<file path="config.mk">
export PLATFORM = sky130hd
export DESIGN_NAME = gera_palavra_uns
export DESIGN_NICKNAME = d
export VERILOG_FILES = /design/src/rtl/gera_palavra_uns.sv
export SDC_FILE = /design/constraint.sdc
export NUM_CORES = 1
export LEC_CHECK = 0
export CAP_MARGIN = 20
export CORE_MARGIN = 3
export CORE_UTILIZATION = 54
export DETAILED_ROUTE_END_ITERATION = 6
export PLACE_DENSITY = 0.83
export SLEW_MARGIN = 30
export SYNTH_ARGS = -nofsm -noshare
export SYNTH_HDL_FRONTEND = slang
export SYNTH_SLANG_ARGS = --single-unit
</file>
<file path="constraint.sdc">
create_clock -name clk -period 2.5 [get_ports clk]
set_input_delay 0.5 -clock clk [delete_from_list [all_inputs] [get_ports clk]]
set_output_delay 0.5 -clock clk [all_outputs]
set_load 0.01 [all_outputs]
</file>
<file path="src/rtl/gera_palavra_uns.sv">
`default_nettype none
// +--------------------------------------------------------------------------+
// | Module   : gera_palavra_uns                                              |
// | Purpose  : Bit-serial generator of a 16-bit word that holds N ones,      |
// |            packed against bit 0 (lado=0) or bit 15 (lado=1). It is the   |
// |            inverse of the ones-counter and shares its start/pronto       |
// |            handshake and its 2-bit state export.                         |
// | Ports    : clk        - clock, rising edge                                |
// |            reset      - synchronous, active-high reset                    |
// |            start      - run request, level handshake with pronto         |
// |            N[4:0]     - requested number of ones (legal 0..16)            |
// |            lado       - 0: pack from bit 0 up, 1: pack from bit 15 down   |
// |            resultado  - generated word (registered, live while shifting) |
// |            pronto     - registered done flag                             |
// |            erro       - out-of-range count flag                          |
// |            est[1:0]   - current state code                               |
// | Macro    : GERA_UNS_ERRO_EN - when defined, erro reports N>16 for each   |
// |            run; otherwise erro is tied to 0.                              |
// | Revision : 1.0 - initial release                                         |
// +--------------------------------------------------------------------------+
module gera_palavra_uns (
  input  logic        clk,
  input  logic        reset,
  input  logic        start,
  input  logic [4:0]  N,
  input  logic        lado,
  output logic [15:0] resultado,
  output logic        pronto,
  output logic        erro,
  output logic [1:0]  est
);

  typedef enum logic [1:0] {
    S1    = 2'b00,  // idle
    S2    = 2'b01,  // shifting
    S3    = 2'b10,  // done
    S_BAD = 2'b11   // unreachable; recovers to idle
  } state_t;

  localparam logic [4:0] C_MAX_CNT = 5'd16;

  state_t      r_state;
  state_t      w_state_next;
  logic [4:0]  r_cnt;
  logic [4:0]  w_cnt_next;
  logic        r_lado;
  logic        w_lado_next;
  logic [15:0] r_word;
  logic [15:0] w_word_next;
  logic        r_pronto;
  logic        w_pronto_next;
  logic [4:0]  w_cnt_sat;

  // Any count with bit 4 set is >= 16, so it saturates to exactly 16.
  assign w_cnt_sat = N[4] ? C_MAX_CNT : N;

  always_comb begin
    w_state_next  = r_state;
    w_cnt_next    = r_cnt;
    w_lado_next   = r_lado;
    w_word_next   = r_word;
    w_pronto_next = 1'b0;
    case (r_state)
      S1: begin
        if (start) begin
          w_lado_next  = lado;
          w_cnt_next   = w_cnt_sat;
          w_word_next  = 16'h0000;
          w_state_next = S2;
        end
      end
      S2: begin
        if (r_cnt == 5'd0) begin
          w_state_next  = S3;
          w_pronto_next = 1'b1;
        end else begin
          w_cnt_next  = r_cnt - 5'd1;
          w_word_next = r_lado ? {1'b1, r_word[15:1]} : {r_word[14:0], 1'b1};
        end
      end
      S3: begin
        if (start) begin
          w_pronto_next = 1'b1;
        end else begin
          w_state_next = S1;
        end
      end
      default: begin
        w_state_next = S1;
      end
    endcase
  end

  always_ff @(posedge clk) begin
    if (reset) begin
      r_state  <= S1;
      r_cnt    <= 5'd0;
      r_lado   <= 1'b0;
      r_word   <= 16'h0000;
      r_pronto <= 1'b0;
    end else begin
      r_state  <= w_state_next;
      r_cnt    <= w_cnt_next;
      r_lado   <= w_lado_next;
      r_word   <= w_word_next;
      r_pronto <= w_pronto_next;
    end
  end

`ifdef GERA_UNS_ERRO_EN
  logic r_erro;

  // Flag is refreshed only when a run is accepted, so it describes the
  // most recent request until the next one.
  always_ff @(posedge clk) begin
    if (reset) begin
      r_erro <= 1'b0;
    end else if ((r_state == S1) && start) begin
      r_erro <= (N > C_MAX_CNT);
    end
  end

  assign erro = r_erro;
`else
  assign erro = 1'b0;
`endif

  assign resultado = r_word;
  assign pronto    = r_pronto;
  assign est       = r_state;

endmodule
`default_nettype wire

</file>
**After elaboration in Yosys (flattened, before gate mapping)**

Cells that the tools add are included.

- Add/sub/neg operators: 1
- Eq/ne operators: 6
- Mux-type cells: 15
- Reduce and logical (&&, ||, !) cells: 6

Operators with widths:

| cell | number |
|---|---|
| 2-to-1 mux 16 bit | 3 |
| one-hot mux 16 bit (2 select lines) | 1 |
| 2-to-1 mux 5 bit | 3 |
| one-hot mux 5 bit (2 select lines) | 1 |
| inequality test 2 bit (second input constant) | 4 |
| 2-to-1 mux 2 bit | 3 |
| one-hot mux 2 bit (3 select lines) | 1 |
| AND reduction 3 bit | 2 |
| logical NOT 5 bit | 1 |
| subtractor 5 x 1 -> 5 bit (second input constant) | 1 |
| equality test 2 x 1 -> 1 bit (second input constant) | 1 |
| equality test 2 bit (second input constant) | 1 |
| logical NOT 2 bit | 1 |
| 2-to-1 mux 1 bit | 2 |
| one-hot mux 1 bit (2 select lines) | 1 |
| AND reduction 2 bit | 1 |
| nonzero test 2 bit | 1 |

- Flip-flop bits (word level): 25
- Output and inout bits: 20
- Word-level logic and storage cells: 33

**Logic depth before layout (Yosys ltp)**

Gate-level depths: netlist of the first run.

- Depth after elaboration: 3
- Mapped depth: 7
- Mapped depth without buffers: 5

**Worst setup path before layout of the first run**

OpenSTA, ideal clock, no wires.

- Path type: reg-to-reg
- Start: register r_state[0], in the netlist est[0]
- End: register r_word[0], in the netlist resultado[0]
- Library setup time: 0.121 ns
- Data arrival time: 1.576 ns
- Required time: 2.379 ns
- Slack: 0.803 ns
- Cell stages (with the launch flop): 6
- Period minus slack after synthesis: 1.697 ns
- Cells stage by stage: dfxtp_1 inv_1 ha_1 mux2_2 o21ai_4 mux2_2

- Longest elaborated chain between the ends: 3
- Elaborated cells on any way between the ends: 7

RTL lines:

| item | line | text |
|---|---|---|
| from (decl) | 42 | `state_t r_state;` |
| from (signal assigned) | 102 | `r_state <= w_state_next;` |
| equality test 2 x 1 -> 1 bit or logical NOT 2 bit (tied branches) | 63 | `case (r_state)` |
| inequality test 2 bit (no source line) or nonzero test 2 bit (tied branches) | n/a |  |
| AND reduction 3 bit (no source line) | n/a |  |
| to (signal assigned) | 105 | `r_word <= w_word_next;` |
| to (decl) | 48 | `logic [15:0] r_word;` |

Several ways; a longest one is shown, not always the timed one.
A chain may end at the register's enable or synchronous reset.

**Worst setup path after layout of the first run**

- Start: register r_cnt[0]
- End: register r_word[9], in the netlist resultado[9]

- Longest elaborated chain between the ends: 3

RTL lines:

| item | line | text |
|---|---|---|
| from (decl) | 44 | `logic [4:0] r_cnt;` |
| from (signal assigned) | 103 | `r_cnt <= w_cnt_next;` |
| logical NOT 5 bit | 73 | `if (r_cnt == 5'd0) begin` |
| inequality test 2 bit (no source line) | n/a |  |
| AND reduction 3 bit (no source line) | n/a |  |

Every way passes these cells.

==> results of run 1 <==
## cell families (layout without fill, tap and decap cells)
group	count (synthesis)	count (layout)	synth area share [%]
multiplexers	33	33	24.6
AO/OA/AOI/OAI	25	25	12.7
buffers and inverters	21	47	6.92
adder cells (fa/ha/maj)	5	5	4.38
AND/OR/NAND/NOR	50	50	16.1
other	1	1	0.262
flip-flops	25	25	35.0
## through the flow
step | utilization [%] | instances
after floorplan | - | 160
after global placement | 69.0 | 212
after detailed placement | 69.0 | 212
after CTS | 70.0 | 216
after global routing | 70.0 | 216
final | 70.0 | 216
## layout make-up
type                       instances  area [sq um]
sequential                        25           500
tap                               30          37.5
inverter                           9          33.8
clock buffer                       4          26.3
fill                             184           749
timing repair buffer              34           323
multi-input combinational        114           830
## routing by layer
| layer | wire length, um | vias to the layer above |
|---|---|---|
| li1 | - | 604 |
| met1 | 1450 | 597 |
| met2 | 1670 | 44 |
| met3 | 148 | 2 |
| met4 | 10 | 0 |
| met5 | 0 | - |
## power by group
group          switching (mW)  internal, mW
clock                   0.116        0.0623
combinational           0.382         0.347
sequential             0.0752         0.454
## state kept, by name (all words and copies together) (netlist names)
register,flops
r_cnt,5
est,2
r_lado,1
pronto,1
resultado,16
## tightest hold or removal path: stages (launching register included)
cell and delay [ns]:
dfxtp_1 0.36, nand2_1 0.06, mux2i_1 0.06
## cells in the mapped netlist
cell	number
nand2_1	33
dfxtp_1	25
mux2_2	17
mux2i_1	16
inv_1	9
o21ai_0	7
clkbuf_1	6
ha_1	5
nor2b_1	5
nor2_1	4
a211oi_1	3
a21oi_1	3
a32o_1	2
buf_2	2
clkbuf_2	2
o211ai_1	2
a31oi_1	1
and3_1	1
buf_4	1
buf_8	1
conb_1	1
nand3_1	1
nand4_1	1
nand4bb_1	1
nor3b_1	1
nor4_1	1
nor4b_1	1
o2111ai_1	1
o21a_1	1
o21ai_4	1
o221ai_1	1
o2bb2ai_1	1
o31a_2	1
o31ai_1	1
or3b_2	1
## placed cells by master, fill, tap and decap left out, types with 4 or more instances in the layout
| cell type | n |
|---|---|
| o21ai_0 | 7 |
| nand2_1 | 33 |
| mux2i_1 | 16 |
| nor2b_1 | 5 |
| clkdlybuf4s50_1 | 27 |
| buf_4 | 7 |
| mux2_2 | 17 |
| nor2_1 | 4 |
| ha_1 | 5 |
| dfxtp_1 | 25 |
| inv_1 | 9 |
## path summary, 6_finish.rpt
kind,endpoint,slack (ns),startpoint
hold / removal,est[0],0.51,est[0]
hold reg to reg,est[0],0.51,est[0]
setup / recovery,resultado[9],0.65,r_cnt[0]
setup reg to reg,resultado[9],0.65,r_cnt[0]
==> flow_summary.toml, run 1 <==
[drt]
drt_iter0_markers = 47
drcViolationCount = 0
firstDrtPassIters = 4
wl_per_cell_um = 15.2
dr_total_vias = 1247
viasPerCell = 5.77
ant_nets = 0
routed_wl_um = 3280

[setup_path]
cp_top_family = "flip-flops"
worstSetupPathDepth = 6
slowest_delay_ns = 0.35
critPathSlowestCell = "dfxtp_1"
cp_num_buf_inv = 2
crit_arrival_ns = 2.10
end_kind = "register"
worstPathMaxFanout = 7
reg2reg_depth = 6
worst-setup-path-type = "reg -> reg"
crit_chain = "inv_1 > ha_1 > nand4bb_1 > o21ai_4 > buf_4 > mux2i_1"
cp_data_required_time_ns = 2.75
start_kind = "register"

[floorplan]
start_util_pct = 57.2
core-area_sq_mm = 0.00250
die_width_um = 57.4
placementRows = 18
ioPinCount = 29
fp.dieH_um = 57.4
die_area_sq_mm = 0.00330

[power_and_ir_drop]
powerDensity_mw_per_mm2 = 821
p_leak_nw = 0.693
peakVddDrop_v = 0.000589
power_mw = 1.44

[grt]
antenna_found_initial = 0
grt_busiest_layer = "met2"
grtUsageMet3_pct = 2.94
grt_start_max_net_pins = 18
globalRouteOverflowTotal = 0
grt_use_met1_pct = 25.6
grt_use_total_pct = 20.7
grt_pass1_vias = 1275
use_met2_pct = 37.1
grt_pass1_wl_um = 5490

[logic_synthesis]
syn_avg_cell_area_sq_um = 8.93
synth_area_leaders = "dfxtp_1, mux2_2, mux2i_1, nand2_1, ha_1"
yosysTopAreaCellShare_pct = 35.0
syn-num-nets = 174
yosysTopAreaCell = "dfxtp_1"
synth_warnings = 0
synth.ff_latch_count = 25
ys_seq_area_share_pct = 35.0
synth_cell_types = 35
synth_area_sq_mm = 0.00143
syn-instance-count = 160

[layout]
n_antenna_cell = 0
fin_nets = 201
finalInstanceArea_sq_mm = 0.00175
syn2layout_area_growth_pct = 22.5
drive_gt1_share_pct = 16.1

[job]
maxCapViolCount = 0

[sta]
max_freq_mhz = 540
slew_headroom_pct = 51.1
finalHoldViolations = 0
setup-violations-final = 0
setup_ws_ns = 0.648
rsz0062_at_grt = "false"
finalClockSkew_ns = 0.00243
setup_tns_ns = 0
tightest_slew_ns = 0.733
fin_crit_ns = 1.85
whs_ns = 0.510
period_share_pct = 74.1
maxSlewViolCount = 0

[clock_network]
cts_root_buf = "clkbuf_4"
numCtsBuffers = 3
tritoncts = "yes"
clk_latency_ns = 0.31
cts_max_level = 1
cts_resized = 0
ctsHoldBuffers = 0
clock_sinks = 25
clkTransAtPathRegs_ns = 0.13
cts_buffer_depth = 2
postCtsSetupBuffers = 0

[place]
place_area_sq_mm = 0.00172
place_congestion = 0.798
io_buffers = 27
hpwl_um = 2430
post-place-ws_ns = 0.473

[worst_hold_path]
holdCritPathClass = "reg -> reg"
min_path_cells = 2

[status]
status = "finished, final reports clean"
No activity file was read; power rests on OpenSTA's default activity.
==> run 2, diff against run 1 <==
- CORE_UTILIZATION: 54 -> 46
- PLACE_DENSITY: 0.83 -> 0.76
- clock period: 2.5 -> 1.5 ns (I/O delays scaled with it)
==> run 2 against run 1 <==
Net effect: the flow now finishes with violations (setup timing); largest power group unchanged; largest cell class unchanged; die area up 16%; combinational power rose to 2.7 times the previous value; maximum frequency up 19%; sequential share of layout area down 3.0 points; clock skew up 0.013 ns.
==> flow_summary.toml, run 2 (synthesis gave the netlist of run 1 again) <==
[floorplan]
die_area_sq_mm = 0.00381
fp.dieH_um = 61.7
placementRows = 19
start_util_pct = 50.1
die_width_um = 61.7
ioPinCount = 29
core-area_sq_mm = 0.00285

[grt]
grt_pass1_wl_um = 5890
grt_pass1_vias = 1283
globalRouteOverflowTotal = 0
grt_use_total_pct = 20.4
antenna_found_initial = 0
grt_start_max_net_pins = 14

[drt]
drcViolationCount = 0
firstDrtPassIters = 4
dr_total_vias = 1317
wl_per_cell_um = 15.2
drt_iter0_markers = 68
viasPerCell = 5.49
ant_nets = 0
routed_wl_um = 3660

[sta]
whs_ns = 0.489
max_freq_mhz = 645
finalClockSkew_ns = 0.0150
setup_ws_ns = -0.0513
maxSlewViolCount = 0
finalHoldViolations = 0
period_share_pct = 103
setup-violations-final = 2
fin_crit_ns = 1.55
setup_tns_ns = -0.0949
rsz0062_at_grt = "true"

[setup_path]
cp_num_buf_inv = 2
worstPathMaxFanout = 4
cp_data_required_time_ns = 1.71
worst-setup-path-type = "reg -> reg"
cp_top_family = "multiplexers"
start_kind = "register"
critPathSlowestCell = "dfxtp_2"
end_kind = "register"
slowest_delay_ns = 0.38
crit_chain = "inv_4 > ha_4 > mux2_4 > o21ai_4 > buf_6 > mux2_4"
cp_common_cell = "mux2_4"
crit_arrival_ns = 1.76

[power_and_ir_drop]
pwr-share-clk_pct = 9.7
powerDensity_mw_per_mm2 = 1540
p_leak_nw = 0.938
p_sw_mw = 1.17
pwr-share-comb_pct = 62.8
peakVddDrop_v = 0.000762
intPower_mw = 1.95
sw_frac_of_total_pct = 37.5
pwr-share-seq_pct = 27.5

[layout]
final_common_cell = "nand2_1"
layout_common_cells = "nand2_1, buf_4, dlygate4sd2_1"
finalNonFillerCells = 240
drive_gt1_share_pct = 35.9
fin_nets = 224
syn2layout_area_growth_pct = 42.5
utilization_pct = 71.4
largest_reg_flops = 16
n_antenna_cell = 0
finalInstanceArea_sq_mm = 0.00204

[status]
status = "finished, violations left"
failed_checks = "setup timing"

[job]
maxCapViolCount = 0

[clock_network]
clock_sinks = 25
ctsHoldBuffers = 0
cts_root_buf = "clkbuf_4"
clk_latency_ns = 0.32
tritoncts = "yes"
numCtsBuffers = 3
cts_buffer_depth = 2
clkTransAtPathRegs_ns = 0.14
cts_max_level = 1

[place]
place_congestion = 0.806
placed_cells = 231
io_buffers = 27
hpwl_um = 2690
place_area_sq_mm = 0.00190

[worst_hold_path]
holdCritPathClass = "reg -> reg"
## run 2: repair_timing
item	4_1_cts	5_1_grt
buffers inserted	4	1
setup endpoints to repair	35	14
resized for setup	40	6
pin swaps	3	0
## run 2: per-layer routing
metal | GRT usage, % | vias to the layer above | routed length [um]
met1 | 26.1 | 625 | 1620
li1 | - | 650 | -
met5 | 0 | - | 0
met4 | 3.03 | 0 | 0
met2 | 36.0 | 42 | 1870
met3 | 4.34 | 0 | 172
## run 2: worst register-to-register path, stage by stage, from the launching register on
cell and delay [ns]:
dfxtp_2 0.38, inv_4 0.05, ha_4 0.16, mux2_4 0.32, o21ai_4 0.11, buf_6 0.13
mux2_4 0.28
## run 2: power groups by stage
stage                     Combinational (mW)  Sequential [mW]  Clock [mW]
after detailed placement                1.64            0.868           0
after CTS                               1.86            0.862       0.315
final                                   1.96            0.860       0.303
after global routing                    2.13            0.869       0.334
after floorplan                         1.05            0.872           0
after global placement                  1.59            0.859           0
## run 2: path summary, 6_finish.rpt
kind	start	to	slack, ns	cells after the start
setup / recovery	est[1]	resultado[15]	-0.05	6
hold / removal	resultado[14]	resultado[14]	0.49	2
setup reg to reg	est[1]	resultado[15]	-0.05	6
hold reg to reg	resultado[14]	resultado[14]	0.49	2
## run 2: final cells by class
class	instances	area [sq um]
inverter	9	38.8
tap	31	38.8
fill	227	817
timing repair buffer	57	502
multi-input combinational	114	910
clock buffer	4	26.3
sequential	25	520
## run 2: metrics by stage
| step | setup WS (ns) | power (mW) |
|---|---|---|
| 2_1_floorplan | -0.0424 | 1.92 |
| 3_3_place_gp | -0.0853 | 2.44 |
| 3_5_place_dp | -0.188 | 2.50 |
| 4_1_cts | -0.0466 | 3.03 |
| 5_1_grt | -0.0979 | 3.33 |
| 6_report | -0.0513 | 3.13 |
==> run 3, diff against run 2 <==
- CORE_ASPECT_RATIO: default -> 0.9
- SLEW_MARGIN: 30 -> default
==> run 3 against run 2 <==
Net effect: the run still ends with setup timing left; utilization rose by 3.2 points; critical path depth rose by 1; clock power increased by 3%; non-clock buffer count grew 4; critical path type unchanged; largest cell class unchanged.
==> flow_summary.toml, run 3 (synthesis gave the netlist of run 1 again) <==
[drt]
dr_total_vias = 1318
ant_nets = 0
drcViolationCount = 0
drt_iter0_markers = 73
firstDrtPassIters = 4
viasPerCell = 5.21
routed_wl_um = 3820
wl_per_cell_um = 15.1

[worst_hold_path]
min_path_cells = 2
holdCritPathClass = "reg -> reg"

[job]
maxCapViolCount = 0

[clock_network]
tritoncts = "yes"
clock_sinks = 25
clk_latency_ns = 0.33
cts_max_level = 1
cts_root_buf = "clkbuf_4"
cts_buffer_depth = 2
numCtsBuffers = 3
clkTransAtPathRegs_ns = 0.16

[layout]
n_antenna_cell = 0
finalInstanceArea_sq_mm = 0.00213
syn2layout_area_growth_pct = 49.3
layout_common_cells = "nand2_1, buf_4, dfxtp_2, dlygate4sd2_1, mux2i_1"
drive_gt1_share_pct = 41.3
final.fill_count = 218
finalNonFillerCells = 253
fin_nets = 228
final_common_cell = "nand2_1"
largest_reg_flops = 16

[setup_path]
crit_arrival_ns = 1.81
worstPathMaxFanout = 5
slowest_delay_ns = 0.39
cp_num_buf_inv = 3
start_kind = "register"
reg2reg_depth = 7
end_kind = "register"
worst-setup-path-type = "reg -> reg"
crit_chain = "inv_4 > ha_4 > mux2_4 > o21ai_4 > buf_12 > buf_8 > mux2i_1"
worst-r2r-setup-slack_ns = -0.07
worstSetupPathDepth = 7
critPathSlowestCell = "dfxtp_2"
cp_data_required_time_ns = 1.74
cp_top_family = "multiplexers"

[floorplan]
fp.dieH_um = 58.9
die_area_sq_mm = 0.00381
core-area_sq_mm = 0.00286
ioPinCount = 29
die_width_um = 64.8
placementRows = 18
start_util_pct = 50.0

[grt]
use_met2_pct = 38.9
grt_pass1_vias = 1322
grt_pass1_wl_um = 6220
grt_busiest_layer = "met2"
grtUsageMet3_pct = 4.58
grt_use_met1_pct = 25.7
grt_use_total_pct = 20.9
antenna_found_initial = 0
globalRouteOverflowTotal = 0
grt_start_max_net_pins = 15

[sta]
rsz0062_at_grt = "true"
setup_ws_ns = -0.0743
whs_ns = 0.489
period_share_pct = 105
max_freq_mhz = 635
setup-violations-final = 19
finalHoldViolations = 0
maxSlewViolCount = 0
fin_crit_ns = 1.57
finalClockSkew_ns = 0.0190

[place]
hpwl_um = 2790
io_buffers = 27
placed_cells = 243
place_congestion = 0.849
post-place-ws_ns = -0.219
place_area_sq_mm = 0.00195

[power_and_ir_drop]
p_leak_nw = 0.993
peakVddDrop_v = 0.000809
power_mw = 3.46
powerDensity_mw_per_mm2 = 1620

[status]
failed_checks = "setup timing"
status = "finished, violations left"
-- run 3: cell types whose count changed in the layout (fill, tap and decap cells not counted), sizes merged --
cell    previous run  this run
bufbuf             0         1
buf               30        33
clkinv             0         1
clkbuf             4         3
-- run 3: layer usage --
layer / up-vias / routed length [um]
met4: 0 / 15
met5: - / 0
met1: 636 / 1700
li1: 660 / -
met2: 20 / 1970
met3: 2 / 124
-- run 3: timing repair --
action                                  CTS  global route
hold buffers                              0             0
endpoints found under the setup margin   38            19
resized for setup                        39            11
cloned                                    1             0
buffers inserted                          1             4
pin swaps                                 3             4
-- run 3: report_power, final --
part           internal (mW)  leakage [nW]  switching (mW)
Clock                 0.0999        0.0177           0.213
Combinational           1.31         0.763           0.974
Sequential             0.772         0.212          0.0906
Total                   2.19         0.993            1.28
-- run 3: path summary, 6_finish.rpt --
kind,to,from
worst min register to register,resultado[13],resultado[13]
worst min-delay path,resultado[13],resultado[13]
worst max register to register,resultado[5],est[1]
worst max-delay path,resultado[5],est[1]
-- run 3: area by class of cell --
class | count | area [sq um] | share of cell area [%]
multi-input combinational | 114 | 923 | 43.3
clock buffer | 3 | 22.5 | 1.06
sequential | 25 | 527 | 24.7
tap | 40 | 50.0 | 2.35
timing repair buffer | 61 | 567 | 26.6
inverter | 9 | 38.8 | 1.82
clock inverter | 1 | 5.00 | 0.235
-- run 3: tightest hold or removal path, stage by stage (launching register included) --
cell	delay [ns]
dfxtp_2	0.36
nand2_1	0.05
mux2i_1	0.06
-- run 3: through the flow --
step / utilization (%) / TNS, ns
final: 74.6 / -0.622
after global routing: 74.6 / -1.90
after CTS: 72.0 / -0.620
after detailed placement: 68.2 / -3.09
after global placement: 68.2 / -2.25
after floorplan: - / -0.248
